**src/rtl/hazard_scoreboard_pkg.sv**
```systemverilog
// Shared codes for the ID-stage hazard scoreboard: latency classes, stall causes
// and the LONG sentinel derived from the counter width.
package hazard_scoreboard_pkg;

    typedef enum logic [1:0] {
        LC_ALU  = 2'd0,
        LC_LOAD = 2'd1,
        LC_LONG = 2'd2,
        LC_RSVD = 2'd3
    } lat_class_e;

    typedef enum logic [1:0] {
        SC_NONE   = 2'd0,
        SC_DATA   = 2'd1,
        SC_BRANCH = 2'd2,
        SC_STRUCT = 2'd3
    } stall_cause_e;

    // All-ones counter code marks a result owned by the long-latency unit.
    function automatic int unsigned long_code(input int unsigned lat_w);
        return (32'd1 << lat_w) - 32'd1;
    endfunction

endpackage

```
**src/rtl/hazard_scoreboard_sb_entry.sv**
```systemverilog
// One scoreboard counter: load on issue, clear on long-unit writeback or flush,
// otherwise count down to zero; the LONG code holds until explicitly cleared.
module sb_entry
    import hazard_scoreboard_pkg::*;
#(
    parameter int LAT_W = 3
) (
    input  logic             clk,
    input  logic             rst_n,
    input  logic             load_i,
    input  logic [LAT_W-1:0] load_val_i,
    input  logic             clear_i,
    output logic [LAT_W-1:0] cnt_o
);

    localparam logic [LAT_W-1:0] LONG = LAT_W'(long_code(LAT_W));

    logic [LAT_W-1:0] cnt_q, cnt_d;

    // A same-cycle issue to this register takes precedence over any clear.
    always_comb begin
        cnt_d = cnt_q;
        if (load_i) begin
            cnt_d = load_val_i;
        end else if (clear_i) begin
            cnt_d = '0;
        end else if (cnt_q != LONG && cnt_q != '0) begin
            cnt_d = cnt_q - 1'b1;
        end
    end

    always_ff @(posedge clk or negedge rst_n) begin
        if (!rst_n) begin
            cnt_q <= '0;
        end else begin
            cnt_q <= cnt_d;
        end
    end

    assign cnt_o = cnt_q;

endmodule

```
**src/rtl/hazard_scoreboard.sv**
```systemverilog
// Per-register latency scoreboard beside ID: stall is combinational from registered
// state and current ID fields; issue, writeback and flush update state on the edge.
module hazard_scoreboard
    import hazard_scoreboard_pkg::*;
#(
    parameter int REG_AW   = 5,
    parameter int LAT_W    = 3,
    parameter int ALU_LAT  = 1,
    parameter int LOAD_LAT = 2,
    parameter int EX_SLACK = 1,
    parameter int BR_SLACK = 0,
    parameter int PERF_W   = 32
) (
    input  logic                  clk,
    input  logic                  rst_n,
    input  logic                  id_valid,
    input  logic [REG_AW-1:0]     id_rs1,
    input  logic [REG_AW-1:0]     id_rs2,
    input  logic                  id_use_rs1,
    input  logic                  id_use_rs2,
    input  logic                  id_is_branch,
    input  logic                  id_reg_write,
    input  logic [REG_AW-1:0]     id_rd,
    input  logic [1:0]            id_lat_class,
    input  logic                  ex_flush,
    input  logic                  lu_done,
    input  logic [REG_AW-1:0]     lu_rd,
    output logic                  stall,
    output logic [1:0]            stall_cause,
    output logic [2**REG_AW-1:0]  sb_pending,
    output logic [PERF_W-1:0]     stall_count
);

    localparam int NREG = 2**REG_AW;
    localparam logic [LAT_W-1:0] LONG       = LAT_W'(long_code(LAT_W));
    localparam logic [LAT_W-1:0] EX_SLACK_C = LAT_W'(EX_SLACK);
    localparam logic [LAT_W-1:0] BR_SLACK_C = LAT_W'(BR_SLACK);

    logic [LAT_W-1:0]  cnt [NREG];
    lat_class_e        cls;
    stall_cause_e      cause;
    logic              data_hz, br_hz, struct_hz;
    logic              issue, wr_en;
    logic [LAT_W-1:0]  issue_lat;

    logic              long_busy_q, long_busy_d;
    logic              last_valid_q, last_valid_d;
    logic              last_long_q, last_long_d;
    logic [REG_AW-1:0] last_rd_q, last_rd_d;
    logic [PERF_W-1:0] stall_count_q, stall_count_d;

    assign cls = lat_class_e'(id_lat_class);

    always_comb begin
        data_hz   = 1'b0;
        br_hz     = 1'b0;
        struct_hz = 1'b0;
        if (id_valid) begin
            if (id_use_rs1 && id_rs1 != '0) begin
                if (cnt[id_rs1] > EX_SLACK_C) data_hz = 1'b1;
                if (id_is_branch && cnt[id_rs1] > BR_SLACK_C) br_hz = 1'b1;
            end
            if (id_use_rs2 && id_rs2 != '0) begin
                if (cnt[id_rs2] > EX_SLACK_C) data_hz = 1'b1;
                if (id_is_branch && cnt[id_rs2] > BR_SLACK_C) br_hz = 1'b1;
            end
            if (id_reg_write && id_rd != '0 && cnt[id_rd] == LONG) data_hz = 1'b1;
            // Registered busy only: a same-cycle lu_done does not release the unit.
            if (cls == LC_LONG && long_busy_q) struct_hz = 1'b1;
        end
        if (struct_hz)    cause = SC_STRUCT;
        else if (br_hz)   cause = SC_BRANCH;
        else if (data_hz) cause = SC_DATA;
        else              cause = SC_NONE;
    end

    assign stall       = data_hz | br_hz | struct_hz;
    assign stall_cause = cause;
    assign issue       = id_valid && !stall && !ex_flush;
    assign wr_en       = issue && id_reg_write && id_rd != '0;

    always_comb begin
        case (cls)
            LC_LOAD: issue_lat = LAT_W'(LOAD_LAT);
            LC_LONG: issue_lat = LONG;
            default: issue_lat = LAT_W'(ALU_LAT);
        endcase
    end

    assign cnt[0] = '0;

    for (genvar r = 1; r < NREG; r++) begin : g_entry
        logic load, clear;
        assign load  = wr_en && id_rd == REG_AW'(r);
        assign clear = (lu_done && lu_rd == REG_AW'(r) && cnt[r] == LONG) ||
                       (ex_flush && last_valid_q && last_rd_q == REG_AW'(r));
        sb_entry #(.LAT_W(LAT_W)) u_entry (
            .clk        (clk),
            .rst_n      (rst_n),
            .load_i     (load),
            .load_val_i (issue_lat),
            .clear_i    (clear),
            .cnt_o      (cnt[r])
        );
    end

    always_comb begin
        for (int i = 0; i < NREG; i++) begin
            sb_pending[i] = (cnt[i] != '0);
        end
    end

    // Flush kills the op recorded at the last issue; a killed long op never writes back.
    always_comb begin
        long_busy_d   = long_busy_q;
        last_valid_d  = last_valid_q;
        last_long_d   = last_long_q;
        last_rd_d     = last_rd_q;
        stall_count_d = stall_count_q;
        if (ex_flush && last_valid_q) begin
            if (last_long_q) long_busy_d = 1'b0;
            last_valid_d = 1'b0;
        end
        if (lu_done) long_busy_d = 1'b0;
        if (issue) begin
            if (cls == LC_LONG) long_busy_d = 1'b1;
            last_valid_d = 1'b1;
            last_long_d  = (cls == LC_LONG);
            last_rd_d    = id_reg_write ? id_rd : '0;
        end
        if (stall) stall_count_d = stall_count_q + PERF_W'(1);
    end

    always_ff @(posedge clk or negedge rst_n) begin
        if (!rst_n) begin
            long_busy_q   <= 1'b0;
            last_valid_q  <= 1'b0;
            last_long_q   <= 1'b0;
            last_rd_q     <= '0;
            stall_count_q <= '0;
        end else begin
            long_busy_q   <= long_busy_d;
            last_valid_q  <= last_valid_d;
            last_long_q   <= last_long_d;
            last_rd_q     <= last_rd_d;
            stall_count_q <= stall_count_d;
        end
    end

    assign stall_count = stall_count_q;

endmodule

```
**config.mk**
```make
export PLATFORM = sky130hd
export DESIGN_NAME = hazard_scoreboard
export DESIGN_NICKNAME = d
export VERILOG_FILES = /design/src/rtl/hazard_scoreboard_pkg.sv /design/src/rtl/hazard_scoreboard_sb_entry.sv /design/src/rtl/hazard_scoreboard.sv
export SDC_FILE = /design/constraint.sdc
export NUM_CORES = 1
export LEC_CHECK = 0
export BUFFER_PORTS_ARGS = -buffer_cell sky130_fd_sc_hd__buf_2
export CELL_PAD_IN_SITES_DETAIL_PLACEMENT = 1
export CELL_PAD_IN_SITES_GLOBAL_PLACEMENT = 2
export CORE_UTILIZATION = 41
export CTS_CLUSTER_DIAMETER = 200
export CTS_CLUSTER_SIZE = 25
export DETAILED_ROUTE_END_ITERATION = 8
export PLACE_DENSITY = 0.93
export SYNTH_ARGS = -nofsm -noshare
export SYNTH_HDL_FRONTEND = slang
export SYNTH_SLANG_ARGS = --single-unit
```
**constraint.sdc**
```tcl
create_clock -name clk -period 6.9 [get_ports clk]
set_input_delay 1.38 -clock clk [delete_from_list [all_inputs] [get_ports clk]]
set_output_delay 1.38 -clock clk [all_outputs]
set_load 0.05 [all_outputs]
```
# --- Word level (Yosys, flattened, before mapping) ---
# Cells that the tools add are included.
# Widths: inputs -> output; s select.
classes:
  addsub: 32
  mul: 0
  div: 0
  magnitude_cmp: 7
  eq_ne: 158
  n_shift: 0
  n_mux: 127
  bitwise_logic: 5
  reduce_logical: 266
ops:
  columns: ["op", "count"]
  rows:
  - ["$mux 3", 99]
  - ["$eq 5x5->1 const B", 48]
  - ["$reduce_bool 3->1", 62]
  - ["$logic_and 1x1->1", 167]
  - ["$eq 5x4->1 const B", 24]
  - ["$eq 3x3->1 const B", 32]
  - ["$ne 3x3->1 const B", 31]
  - ["$sub 3x1->3 const B", 31]
  - ["$eq 5x3->1 const B", 12]
  - ["$bmux 3 s5", 3]
  - ["$add 32x1->32 const B", 1]
  - ["$logic_or 1x1->1", 31]
  - ["$eq 5x2->1 const B", 6]
  - ["$mux 1", 21]
  - ["$ge 6x6->1 const B", 3]
  - ["$not 5->6", 3]
  - ["$eq 5x1->1 const B", 3]
  - ["$reduce_bool 5->1", 3]
  - ["$gt 3x1->1 const B", 4]
  - ["$pmux 3 s2", 1]
  - ["$mux 5", 1]
  - ["$mux 2", 2]
  - ["$eq 2x1->1 const B", 1]
  - ["$eq 2x2->1 const B", 1]
  - ["3 further kinds", 5]
word_totals:
  regBits: 133
  latchBits: 0
  ramBits: 0
  rom_bits: 0
  memories: 0

# --- Longest topological paths before layout ---
logic_depth:
  ltp_word: 20
  mapped_depth: 14

# --- By module ---
# A second synthesis with hierarchy kept.
unflattened:
  cells_unflattened: 1235
  hier_area_um2: 11412.2
modules_own_cells:
  columns: ["mod", "n_inst", "cells_per_inst", "area_each_um2"]
  rows:
  - ["sb_entry", 31, 19, 191.4]
  - ["hazard_scoreboard", 1, 646, 5477.8]

# --- Least setup slack after synthesis ---
# Ideal clock, no wire load.
synth_timing:
  path_type: "input port to output port"
  start: "input port id_rs1[1]"
  end: "output port stall"
  arrival_time_ns: 4.064
  required_ns: 5.520
  slack_ns: 1.456
  stages: 8
  path_cell_list: "buf_2 > buf_1 > mux4_2 > a21oi_1 > a21oi_1 > o41ai_1 > a21oi_1 > a21boi_1"
synth_between:
  elab_chain_len: 13
synth_lines:
  columns: ["item", "line_no", "text"]
  rows:
  - ["start, declared", "hazard_scoreboard.sv:17", "input logic [REG_AW-1:0] id_rs1,"]
  - ["$not 5->6 (not written as such)", "hazard_scoreboard.sv:60, hazard_scoreboard.sv:61", null]
  - ["$bmux 3 s5", "hazard_scoreboard.sv:60, hazard_scoreboard.sv:61", null]
  - ["$mux 3 (not written as such) (2 in a row)", "hazard_scoreboard.sv:60, hazard_scoreboard.sv:61", null]
  - ["$gt 3x1->1, on equally long branches", "hazard_scoreboard.sv:60, hazard_scoreboard.sv:61", null]
  - ["$mux 1 or $logic_and 1x1->1 (tied branches)", "hazard_scoreboard.sv:60, hazard_scoreboard.sv:61", null]
  - ["$mux 1, on equally long branches", "hazard_scoreboard.sv:59, hazard_scoreboard.sv:61", null]
  - ["$mux 1, on equally long branches", "hazard_scoreboard.sv:64, hazard_scoreboard.sv:59", null]
  - ["$mux 1, on equally long branches", "hazard_scoreboard.sv:63, hazard_scoreboard.sv:65", null]
  - ["$mux 1, on equally long branches", "hazard_scoreboard.sv:67, hazard_scoreboard.sv:63", null]
  - ["$mux 1", "hazard_scoreboard.sv:58", "if (id_valid) begin"]
  - ["$or 1x1->1 * (2 in a row)", "hazard_scoreboard.sv:77", "assign stall = data_hz | br_hz | struct_hz;"]
  - ["end, declared", "hazard_scoreboard.sv:28", "output logic stall,"]
# Every way passes the cells marked *; elsewhere a longest branch is shown, timed or not. The select of a mux whose other input is x is not followed.

# --- Final worst setup path ---
layout_timing:
  start: "input port id_rs1[2]"
  end: "output port stall"
# The elaborated chain is that of the path after synthesis.

==> impl_metrics.tcl <==
set metrics [dict create \
    hp-start "stall_count[31]$_DFFE_PN0P_" \
    period_share 0.9009 \
    cts_resized 0 \
    path_clk_slew_ps 60 \
    worstSkewPairLatency_ps 450 \
    root_buffer "clkbuf_16" \
    die_w_um 169.7 \
    start_util 0.4160 \
    final_area_sq_um 12900 \
    timing.fmax_ghz 0.1609 \
    rsz0062_at_grt "no" \
    drive_gt1_frac 0.1401 \
    run_status "finished clean" \
    dr.pass1.iters 6 \
    stdcell_count 1749 \
    syn-num-nets 1415 \
    layout.nets 1484 \
    netlist_area_sq_um 11520 \
    yosysSeqAreaShare 0.2888 \
    clock_path_buffers 2 \
    hold_violations 0 \
    avgSynthCellArea_sq_um 8.948 \
    drv_slew 0 \
    final_cell_mix "133 x dfrtp_1, 123 x nand2_1, 103 x inv_1" \
    fin_skew_ps 17.43 \
    r2r_start "g_entry[17].u_entry.cnt_o[1]$_DFFE_PN0P_" \
    top_layer "met5" \
    rows 61 \
    grt_pass1_wl_um 65140 \
    grt.total_usage 0.3008 \
    die_area_sq_um 28780 \
    grt_pass1_vias 11020 \
    die_height_um 169.7 \
    synth-main-ff-cell "dfrtp_1" \
    synth-edff-count 0 \
    wl_per_cell_um 24.11 \
    place_area_sq_um 12300 \
    yosys-top-cells-area "dfrtp_1 29%, ha_1 10%, mux2i_1 6.8%" \
    powerDensity_nw_per_um2 455.6 \
    synth_cells 1288 \
    port_buffers 96 \
    ios 98 \
    cp.arrival_ps 4840 \
    cts_hold_buf 0 \
    final_common_cell "dfrtp_1" \
    area_growth_syn_to_layout_pct 11.93 \
    htreeDepth 4 \
    dr_wl_met3_um 3581 \
    worstPathRequired_ps 5520 \
    cp_slowest_stage_delay_ps 850 \
    vdd_ir_drop_max_mv 0.2049 \
    leakage_uw 0.006092 \
    core_sq_um 27710 \
    drt_iter0_markers 743 \
    cts_setup_buffers 0 \
    rrSetupSlack_ps 2610 \
    startpoint_type "input pin" \
    numCtsBuffers 17 \
    crit_end "stall" \
    tritoncts "built" \
    worst_slew_pin_slew_ps 981.9 \
    maxSlewHeadroom 0.3369 \
    dp.cells 1716 \
    r2r_end "g_entry[22].u_entry.cnt_o[2]$_DFFE_PN0P_" \
    crit_path_start "id_rs1[2]" \
    antenna_found_initial 2 \
    hold_class "register to register" \
    grt-ovfl-total 0 \
    synth-seq-cells 133 \
    crit_buf_inv 5 \
    synth_top_area_share 0.2888 \
    setup_viol 0 \
    critical_path_class "input pin to output pin" \
    critPathTopFamily "buffers and inverters" \
    drc_errors 0 \
    wl_met1_um 17280 \
    total_power_uw 5878 \
    synth_cell_types 69 \
    final_antenna_net_count 0 \
    yosysWarnings 0 \
    path_cells "buf_2 -> clkinv_1 -> mux4_2 -> o2111a_1 -> o41ai_1 -> a21oi_1 -> buf_4 -> a21boi_1 -> buf_4 -> buf_2" \
    post-route-min-period_ps 6216 \
    cpMaxStageDelayCell "o41ai_1" \
    endpoint_kind "output pin" \
    cts_sinks 133 \
    cp.depth 10 \
    place_hpwl_um 31500 \
    synth-async-reset-ratio 1.000 \
    r2r_cells 9 \
    wl_met2_um 19320 \
    cp_max_fo 21 \
    synth_largest_area_cell "dfrtp_1" \
    vias_per_cell 6.130 \
    vias 10720 \
    maxCapViolCount 0 \
    place_congestion 0.9667 \
    setup_tns_ps 0 \
    drt_wl_total_um 42180 \
    grt_max_degree 75 \
]
## layout make-up
| class | instances | area [sq um] |
|---|---|---|
| fillers | 3246 | 14810 |
| clock inverters | 12 | 140.1 |
| flip-flops and latches | 133 | 3328 |
| clock buffers | 20 | 456.7 |
| repair buffers | 104 | 546.8 |
| multi-input cells | 997 | 7562 |
| inverters | 104 | 390.4 |
| diodes | 1 | 2.502 |
| well taps | 378 | 473.0 |
## stage by stage
| stage | setup slack, ps | hold WS (ps) | utilization |
|---|---|---|---|
| finish | 683.9 | 474.1 | 0.4656 |
| CTS | 718.6 | 476.4 | 0.4655 |
| global route | 511.0 | 499.7 | 0.4655 |
| global placement | 930.0 | 462.9 | 0.4440 |
| floorplan | 1456 | 480.3 | - |
| detailed placement | 732.7 | 457.8 | 0.4440 |
## cell families after synthesis
logic type                 count (synthesis)  share of synthesized area
buffers and inverters                    158                    0.05526
other                                      1                  0.0003254
muxes                                    124                     0.1394
DFF                                      133                     0.2888
AOI/OAI and AO/OA                        237                     0.1511
adders and majority gates                 96                     0.1042
xor gates and xnor gates                  62                    0.04712
and+or+nand+nor                          477                     0.2138
## power breakdown
group | switching (uW) | internal (uW) | leakage [uW] | total, uW
clock | 404 | 558 | 0.000297 | 963
sequential | 590 | 1120 | 0.00161 | 1710
combinational | 1830 | 1370 | 0.00419 | 3200
## Yosys cell counts (all sizes together), types with 19 or more instances
cell type    n
o21ai       48
xnor2       49
ha          96
nand2      124
nand3       54
nand4       25
nor2b       27
nor2        77
nand2b      58
inv        103
buf         23
mux2        19
mux2i       78
and2        28
a211o       21
dfrtp      133
mux4        27
clkbuf      31
a21oi       31
## flip-flops by register name, summed over array words and instances (netlist names)
name,flops
last_long_q,1
last_rd_q,5
long_busy_q,1
last_valid_q,1
g_entry.u_entry.cnt_o,93
stall_count,32
## worst min-delay path by stage
stage                                        to  slack [ps]  depth (start not counted)
floorplan               last_long_q$_DFFE_PN0N_         480                          1
detailed placement  stall_count[31]$_DFFE_PN0P_         460                          1
global route        stall_count[31]$_DFFE_PN0P_         500                          1
global placement    stall_count[31]$_DFFE_PN0P_         460                          1
CTS                 stall_count[31]$_DFFE_PN0P_         480                          1
finish              stall_count[31]$_DFFE_PN0P_         470                          1
## per-layer routing
metal / track usage / vias up
met2: 0.4797 / 446
met4: 0.1481 / 2
met1: 0.3714 / 5398
met3: 0.08652 / 115
li1: - / 4760
met5: 0 / -
Power figures use the tool's default switching activity.
